## config.mk

```make
export PLATFORM = sky130hd
export DESIGN_NAME = vram_rect_fill
export DESIGN_NICKNAME = d
export VERILOG_FILES = /design/src/rtl/vram_rect_fill.sv
export SDC_FILE = /design/constraint.sdc
export NUM_CORES = 1
export LEC_CHECK = 0
export CAP_MARGIN = 0
export CORE_MARGIN = 1.5
export CORE_UTILIZATION = 25
export CTS_BUF_LIST = sky130_fd_sc_hd__clkbuf_16
export CTS_CLUSTER_DIAMETER = 200
export DETAILED_ROUTE_END_ITERATION = 16
export GPL_ROUTABILITY_DRIVEN = 1
export PLACE_DENSITY = 0.38
export SYNTH_ARGS = -nofsm -noshare
export SYNTH_HDL_FRONTEND = slang
export SYNTH_SLANG_ARGS = --single-unit
```

## constraint.sdc

```tcl
create_clock -name CLK -period 5.6 [get_ports CLK]
set_input_delay 0.84 -clock CLK [delete_from_list [all_inputs] [get_ports CLK]]
set_output_delay 0.84 -clock CLK [all_outputs]
set_load 0.03 [all_outputs]
```

## src/rtl/vram_rect_fill.sv

```systemverilog
// vram_rect_fill: raster-order rectangle fill engine driving VRAM port B, one byte per cycle.
// Define VRAM_FILL_CLIP_EN to clip rectangles to the FB_W x FB_H window.
module vram_rect_fill #(
  parameter int ADDR_W = 18,
  parameter int FB_W = 320,
  parameter int FB_H = 240
) (
  input  logic              CLK,
  input  logic              RST_N,
  input  logic [ADDR_W-1:0] BASE_ADDR,
  input  logic              CMD_VALID,
  output logic              CMD_READY,
  input  logic [9:0]        CMD_X,
  input  logic [9:0]        CMD_Y,
  input  logic [9:0]        CMD_W,
  input  logic [9:0]        CMD_H,
  input  logic [7:0]        CMD_COLOR,
  output logic [ADDR_W-1:0] ADDR_B,
  output logic [7:0]        DATA_B,
  output logic              WE_B,
  output logic              BUSY,
  output logic              DONE
);
  typedef enum logic [1:0] {IDLE, SETUP, FILL} state_t;
  state_t state, state_n;
  logic [9:0] x0, y0, w, h, col, row, x0_n, y0_n, w_n, h_n, col_n, row_n;
  logic [7:0] color, color_n, data_n;
  logic [ADDR_W-1:0] base, base_n, row_base, row_base_n, rb, addr_n;
  logic [10:0] w_eff, h_eff;
  logic we_n, busy_n, done_n, ready_n, last_col, emit;
`ifdef VRAM_FILL_CLIP_EN
  assign w_eff = ({1'b0, x0} >= 11'(FB_W)) ? 11'd0 :
                 ({1'b0, w} < 11'(FB_W) - {1'b0, x0}) ? {1'b0, w} : 11'(FB_W) - {1'b0, x0};
  assign h_eff = ({1'b0, y0} >= 11'(FB_H)) ? 11'd0 :
                 ({1'b0, h} < 11'(FB_H) - {1'b0, y0}) ? {1'b0, h} : 11'(FB_H) - {1'b0, y0};
`else
  assign w_eff = {1'b0, w};
  assign h_eff = {1'b0, h};
`endif
  // SETUP seeds the running row base; FILL then advances it by one stride per row
  assign rb = (state == SETUP) ? base + ADDR_W'(y0) * ADDR_W'(FB_W) : row_base;
  assign last_col = ({1'b0, col} + 11'd1) == w_eff;
  assign emit = (state == SETUP && w_eff != 11'd0 && h_eff != 11'd0) ||
                (state == FILL && {1'b0, row} != h_eff);
  always_ff @(posedge CLK or negedge RST_N)
    if (!RST_N) begin
      state <= IDLE;
      x0 <= '0;
      y0 <= '0;
      w <= '0;
      h <= '0;
      col <= '0;
      row <= '0;
      color <= '0;
      base <= '0;
      row_base <= '0;
      ADDR_B <= '0;
      DATA_B <= '0;
      WE_B <= 1'b0;
      BUSY <= 1'b0;
      DONE <= 1'b0;
      CMD_READY <= 1'b1;
    end else begin
      state <= state_n;
      x0 <= x0_n;
      y0 <= y0_n;
      w <= w_n;
      h <= h_n;
      col <= col_n;
      row <= row_n;
      color <= color_n;
      base <= base_n;
      row_base <= row_base_n;
      ADDR_B <= addr_n;
      DATA_B <= data_n;
      WE_B <= we_n;
      BUSY <= busy_n;
      DONE <= done_n;
      CMD_READY <= ready_n;
    end
  always_comb begin
    state_n = state;
    x0_n = x0;
    y0_n = y0;
    w_n = w;
    h_n = h;
    col_n = col;
    row_n = row;
    color_n = color;
    base_n = base;
    row_base_n = row_base;
    addr_n = ADDR_B;
    data_n = DATA_B;
    we_n = 1'b0;
    done_n = 1'b0;
    busy_n = BUSY;
    ready_n = CMD_READY;
    if (state == IDLE && CMD_VALID) begin
      x0_n = CMD_X;
      y0_n = CMD_Y;
      w_n = CMD_W;
      h_n = CMD_H;
      color_n = CMD_COLOR;
      base_n = BASE_ADDR;
      col_n = '0;
      row_n = '0;
      state_n = SETUP;
      busy_n = 1'b1;
      ready_n = 1'b0;
    end
    if (emit) begin
      we_n = 1'b1;
      addr_n = rb + ADDR_W'(x0) + ADDR_W'(col);
      data_n = color;
      col_n = last_col ? 10'd0 : col + 10'd1;
      row_n = row + {9'd0, last_col};
      row_base_n = last_col ? rb + ADDR_W'(FB_W) : rb;
      state_n = FILL;
    end else if (state != IDLE) begin
      state_n = IDLE;
      done_n = 1'b1;
      busy_n = 1'b0;
      ready_n = 1'b1;
    end
  end
endmodule

```

==> results of run 1 <==
-- area by class of cell --
| class | instances | share of cell area, % |
|---|---|---|
| inverters | 37 | 1.405 |
| clock buffers | 17 | 4.304 |
| clock inverters | 15 | 1.557 |
| well taps | 396 | 5.013 |
| multi-input cells | 701 | 42.60 |
| repair buffers | 106 | 10.67 |
| flip-flops and latches | 136 | 34.45 |
-- critical path: cells and delay by family (launching register included) --
kind            cells  cell delay, ns
xor+xnor            1            0.18
buf+inv             1            0.07
compound gates      2            0.60
simple gates        5            0.91
fa+ha+maj           5            1.78
mux                 1            0.26
flops               1            0.43
-- flip-flops by register name, summed over array words and instances, names as in the netlist, named ones only --
| name | count |
|---|---|
| ADDR_B | 18 |
| BUSY | 1 |
| CMD_READY | 1 |
| DATA_B | 8 |
| DONE | 1 |
| WE_B | 1 |
| base | 18 |
| col | 10 |
| color | 8 |
| h | 10 |
| row | 10 |
| row_base | 17 |
| state | 2 |
| w | 10 |
| x0 | 10 |
| y0 | 10 |
-- power groups by stage --
| stage | sequential [mW] | clock, mW | combinational (mW) |
|---|---|---|---|
| 6_report | 1.73 | 1.15 | 4.14 |
| 5_1_grt | 1.80 | 1.23 | 4.72 |
| 4_1_cts | 1.75 | 1.19 | 4.22 |
| 3_5_place_dp | 1.76 | 0 | 4.19 |
| 3_3_place_gp | 1.76 | 0 | 4.21 |
| 2_1_floorplan | 1.86 | 0 | 2.88 |
-- per-stage QoR --
stage | util [%] | setup WS (ns) | power [mW] | area, µm² | hold slack (ns)
floorplan | - | 1.753 | 4.746 | 7910 | 0.4454
global placement | 30.18 | 1.321 | 5.966 | 9304 | 0.4542
detailed placement | 30.18 | 1.303 | 5.957 | 9304 | 0.4551
CTS | 32.06 | 1.280 | 7.155 | 9883 | 0.4716
global route | 32.06 | 0.9891 | 7.748 | 9883 | 0.4890
finish | 32.06 | 1.264 | 7.018 | 9883 | 0.4718
-- final timing paths --
check                                    endpoint                   from  slack, ns
setup / recovery           ADDR_B[16]$_DFFE_PN0P_      y0[1]$_DFFE_PN0P_       1.26
max in group asynchronous       y0[4]$_DFFE_PN0P_                  RST_N       3.94
min in group asynchronous        w[5]$_DFFE_PN0P_                  RST_N       0.53
hold / removal              DATA_B[6]$_DFFE_PN0P_  DATA_B[6]$_DFFE_PN0P_       0.47
hold reg to reg             DATA_B[6]$_DFFE_PN0P_  DATA_B[6]$_DFFE_PN0P_       0.47
setup reg to reg           ADDR_B[16]$_DFFE_PN0P_      y0[1]$_DFFE_PN0P_       1.26
-- per-layer routing --
metal  wire [µm]  GRT usage (%)  vias to the layer above
li1            -              -                     3260
met1       11140          19.80                     3097
met2        9946          22.50                       96
met3         605          2.298                       11
met4         174          3.328                        0
met5           0              0                        -
-- cells in the final DEF (no fill, tap or decap), drive strengths merged, types with 3 or more instances in the layout --
cell / synthesis / layout
buf: 12 / 9
nor2: 61 / 61
nor4: 8 / 8
clkdlybuf4s50: 0 / 97
mux2: 7 / 7
nand4: 7 / 7
o21ai: 48 / 48
o21a: 4 / 4
a21o: 9 / 9
nand2b: 5 / 5
nor2b: 6 / 6
xor2: 22 / 22
xnor2: 32 / 32
nor3: 11 / 11
clkinvlp: 0 / 3
inv: 37 / 47
mux2i: 6 / 6
o21bai: 5 / 5
nand3b: 5 / 5
fa: 13 / 13
dfrtp: 135 / 135
clkbuf: 27 / 17
nor3b: 4 / 4
a21oi: 45 / 45
ha: 41 / 41
or4: 3 / 3
o211ai: 7 / 7
a211oi: 7 / 7
and3: 8 / 8
nand2: 274 / 274
or3: 6 / 6
a31oi: 4 / 4
nand3: 15 / 15
o31ai: 5 / 5
o41ai: 5 / 5
-- logic make-up (layout without fill, tap and decap cells) --
logic type      after synthesis  in the layout  synth area share, %
xor+xnor                     54             54                5.979
buf+inv                      76            175                3.765
fa+ha+maj                    54             54                9.775
compound gates              161            161                13.11
simple gates                419            419                22.57
mux                          13             13                1.756
flops                       136            136                43.04
==> metrics.md, run 1 <==
| Metric | Value |
|---|---|
| Logic pwr share | `59.0%` |
| Yosys warns | `0` |
| Post-route clock period utilization | `77.43%` |
| Critical path startpoint category | `flip-flop` |
| Sw Share | `47.08%` |
| Die height | `180.9 µm` |
| Routed WL | `21870 µm` |
| Pint | `3.714 mW` |
| Clock root buffer | `clkbuf_16` |
| RSZ-0062 raised after global routing | `no` |
| Hold depth | `2` |
| Clock sinks | `136` |
| Sequential power share | `24.7%` |
| Via-to-Cell Ratio | `4.591` |
| Largest fanout on the critical path | `6` |
| Initial antenna violation count | `0` |
| Skew final | `0.01289 ns` |
| Post-synth EDFFs | `0` |
| Cts bufs inserted | `17` |
| Port bufs | `98` |
| Area share of the largest cell type after synthesis | `42.71%` |
| Hold crit path type | `reg -> reg` |
| Critical Path AT | `4.63 ns` |
| Crit Path Category | `reg -> reg` |
| CP required | `5.89 ns` |
| Post-DP HPWL | `15340 µm` |
| Main synth FF type | `dfrtp_1` |
| Sequential area share after synthesis | `43.04%` |
| DRC Markers | `0` |
| Worst-skew pair later-pin latency | `0.43 ns` |
| DRT Pass-1 Iters | `6` |
| P_leak | `4.536 nW` |
| Switching power | `3.304 mW` |
| DIE WIDTH | `180.9 µm` |
| Peak VDD IR | `0.0002086 V` |
| Initial Utilization | `25.66%` |
| H-tree lvl count | `4` |
| Number of I/O pins | `99` |
| Clock buffer depth | `2` |
| Vias in the first global route | `6520` |
| Final Non-Filler Cells | `1408` |
| Crit-path cells | `ha_1 -> ha_1 -> ha_1 -> nor2b_1 -> mux2_2 -> nor3_1 -> fa_1 -> inv_1 -> ha_1 -> nand2_1 -> nor2_1 -> a221oi_1 -> nor3_1 -> xnor2_1 -> o21ai_0` |
| Die area | `32720 µm²` |
| Netlist cell types | `61` |
| Power Dens Cells | `710.1 nW/µm²` |
| Tot GR Track Use | `14.07%` |
| Post-Synthesis Cell Area | `7910 µm²` |
| Multi-input gate area | `4210 µm²` |
| Core area | `30830 µm²` |
| Final net count | `1122` |
| Slew @ Worst Pin | `0.9037 ns` |
| Max Cap Viol | `0` |
| Slew Viols, Final | `0` |
| 1st-iter DRT viols | `320` |
| CP Capture Type | `flip-flop` |
| Clock Power Share | `16.4%` |
| CP max stage cell | `nor3_1` |
| Crit path largest cell delay | `0.59 ns` |
| Largest net degree at the start of global routing | `95` |
| Slew headroom | `39.75%` |
| Layout area overhead | `24.94%` |
| CTS tree | `yes` |
| Mapped Nets | `1036` |
| Top cells by area, synth | `dfrtp_1 43%, nand2_1 13%, ha_1 6.5%` |
| Register area | `3405 µm²` |
| Post-Route Setup TNS | `0 ns` |
| Cell mode on critical path | `ha_1` |
| Global-route wire length before repair | `36050 µm` |
| Gpl congestion | `0.7883` |
| Post-route ant nets | `0` |
| FILL cells | `3268` |
| Final Hold Violating Endpoints | `0` |
| Total gr overflow | `0` |
| Setup bufs post-CTS | `0` |
| Post-synth top cells | `274 x nand2_1, 135 x dfrtp_1, 61 x nor2_1, 48 x o21ai_0, 45 x a21oi_1` |
| R2R cell count | `15` |
| Final setup violation count | `0` |
| # diodes | `0` |
| Post-synth ARST share | `100.0%` |
| Avg Cell Area, Syn | `8.664 µm²` |
| Outcome | `complete, no violations` |
| Yosys reg bits | `136` |
| Max Freq | `230.6 MHz` |
| Rows | `64` |
| Count leader, synth | `nand2_1` |
| Clock transition at the registers of the reported paths | `0.07 ns` |
| CTS resizes | `0` |
| Post-Synthesis Cells | `913` |
| Top cell type by total area after synthesis | `dfrtp_1` |
| Inst Count DP | `1376` |
| Layout cells sized above 1 | `6.028%` |
| Wire per inst | `15.53 µm` |
| Cts hold-fix bufs | `0` |
| Via Count | `6464` |
| Tmin final | `4.336 ns` |
Note: power is estimated with default switching activity, not from simulation.
==> run 2: changes to the inputs <==
PLACE_DENSITY = 0.4   (was 0.38)
clock period = 3.6 ns   (was 5.6 ns; I/O delays follow)
==> metrics.md, run 2 (synthesis gave the netlist of run 1 again) <==
| Metric | Value |
|---|---|
| Gpl congestion | `0.7588` |
| Power Dens Cells | `1217 nW/µm²` |
| Layout area overhead | `39.09%` |
| DP Area | `9918 µm²` |
| # diodes | `0` |
| Cts hold-fix bufs | `0` |
| Via-to-Cell Ratio | `4.490` |
| Max Freq | `277.0 MHz` |
| Max Cap Viol | `0` |
| DRC Markers | `0` |
| Outcome | `finished, violations left` |
| Post-route clock period utilization | `100.3%` |
| Routed WL | `22170 µm` |
| Crit Path Category | `reg -> reg` |
| Post-route ant nets | `0` |
| R2R setup slack | `-0.01 ns` |
| Hold crit path type | `in -> async` |
| Peak VDD IR | `0.0005273 V` |
| Wire per inst | `14.87 µm` |
| Final instance area | `11000 µm²` |
| Final net count | `1205` |
| Initial antenna violation count | `0` |
| Port bufs | `98` |
| Largest regs | `ADDR_B (18), base (18), row_base (17)` |
| Most frequent cells in the layout | `272 x nand2_1, 133 x dfrtp_1, 97 x clkdlybuf4s50_1` |
| Slew @ Worst Pin | `0.7927 ns` |
| Final setup violation count | `1` |
| Skew final | `0.01753 ns` |
| Clock root buffer | `clkbuf_16` |
| Die area | `32720 µm²` |
| Layout cells sized above 1 | `18.90%` |
| Tot GR Track Use | `14.28%` |
| CP Capture Type | `flip-flop` |
| Die height | `180.9 µm` |
| Final worst slack | `-0.009758 ns` |
| Critical path startpoint category | `flip-flop` |
| Via Count | `6695` |
| Slew headroom | `46.96%` |
| R2R cell count | `13` |
| RSZ-0062 raised after global routing | `yes` |
| Final Hold Violating Endpoints | `0` |
| Vias in the first global route | `6959` |
| Cts bufs inserted | `17` |
| Failing checks | `negative setup slack` |
| Largest fanout on the critical path | `5` |
| Largest net degree at the start of global routing | `55` |
| Clock sinks | `136` |
| Core area | `30830 µm²` |
| Total gr overflow | `0` |
| CP required | `3.92 ns` |
| Tmin final | `3.610 ns` |
| R2R Path End | `row_base[17]$_DFFE_PN0P_` |
| 1st-iter DRT viols | `250` |
| Clock buffer depth | `2` |
| Number of I/O pins | `99` |
| Post-DP HPWL | `16080 µm` |
| Global-route wire length before repair | `37190 µm` |
| Initial Utilization | `25.66%` |
| Worst-skew pair later-pin latency | `0.44 ns` |
| Crit Reg-Reg Startpoint | `y0[1]$_DFFE_PN0P_` |
| WHS | `0.06142 ns` |
| P_leak | `4.995 nW` |
| Most common cell after layout, fill and taps aside | `nand2_1` |
| CTS tree | `yes` |
| DRT Pass-1 Iters | `4` |
| H-tree lvl count | `4` |
| Slew Viols, Final | `0` |
| Critical Path AT | `3.93 ns` |
| Clock transition at the registers of the reported paths | `0.07 ns` |
| Rows | `64` |
| DIE WIDTH | `180.9 µm` |
-- run 2: cell types whose count changed in the layout (fill, tap and decap cells not counted), moves of 4 or more --
| cell | before | now |
|---|---|---|
| buf_4 | 7 | 87 |
| ha_1 | 41 | 25 |
| ha_4 | 0 | 15 |
| a21oi_1 | 45 | 38 |
| o21ai_0 | 48 | 41 |
| a21oi_2 | 0 | 5 |
| nor4_1 | 8 | 3 |
| a211oi_1 | 4 | 0 |
| nor4_4 | 0 | 4 |
| o21ai_2 | 0 | 4 |
-- run 2: worst max-delay path, cell delays in order, from the launching register on --
cell,delay [ns]
dfrtp_1,0.41
ha_4,0.26
ha_4,0.16
fa_2,0.37
xor2_1,0.17
ha_1,0.35
o21ai_2,0.18
nand2b_1,0.11
and3_4,0.19
o31a_1,0.31
or2_4,0.25
or4_4,0.52
nor4_4,0.16
nor3b_2,0.06
-- run 2: final cells by class --
class                           count  area (µm²)
Fill cell                        3153       19830
Timing Repair Buffer              189        1689
Tap cell                          396       495.5
Sequential cell                   136        3407
Multi-Input combinational cell    701        4703
Inverter                           37       138.9
Clock buffer                       17       425.4
Clock inverter                     15       142.6
-- run 2: layer usage --
metal / up-vias / routed length (µm) / part of all wire [%] / track usage [%]
li1: 3417 / - / - / -
met1: 3168 / 11550 / 52 / 20.38
met2: 96 / 9878 / 45 / 22.18
met3: 14 / 482 / 2.2 / 1.996
met4: 0 / 264 / 1.2 / 4.571
met5: - / 0 / 0 / 0
-- run 2: worst max-delay path by stage --
stage	slack, ns	cells past startpoint	end	start
2_1_floorplan	0.008	14	row_base[17]$_DFFE_PN0P_	y0[1]$_DFFE_PN0P_
3_3_place_gp	-0.21	14	row_base[17]$_DFFE_PN0P_	y0[1]$_DFFE_PN0P_
3_5_place_dp	-0.21	15	row_base[17]$_DFFE_PN0P_	y0[2]$_DFFE_PN0P_
4_1_cts	-0.05	15	row_base[17]$_DFFE_PN0P_	y0[2]$_DFFE_PN0P_
5_1_grt	-0.18	17	row_base[17]$_DFFE_PN0P_	y0[1]$_DFFE_PN0P_
6_report	-0.01	13	row_base[17]$_DFFE_PN0P_	y0[1]$_DFFE_PN0P_
-- run 2: power by group --
| part | total [mW] | leakage, nW | internal, mW | switching (mW) |
|---|---|---|---|---|
| combinational | 8.93 | 3.04 | 4.28 | 4.65 |
| clock | 1.74 | 0.280 | 0.924 | 0.818 |
| sequential | 2.71 | 1.68 | 2.20 | 0.512 |
-- run 2: repair_timing --
action                     4_1_cts  5_1_grt
hold endpoints to repair         0        0
buffers inserted                 5        9
pin swaps                       12       30
gates resized for setup         25       47
setup endpoints to repair        9       11
-- run 2: through the flow --
stage	worst slack, ns	TNS [ns]	power [mW]	util, %	instances
6_report	-0.009758	-0.009758	13.39	35.69	1491
3_3_place_gp	-0.2064	-0.6952	10.41	32.17	1445
4_1_cts	-0.05109	-0.05109	12.76	34.65	1482
2_1_floorplan	0.007577	0	7.621	-	913
3_5_place_dp	-0.2112	-0.9682	10.41	32.17	1445
5_1_grt	-0.1833	-0.4803	14.69	35.69	1491
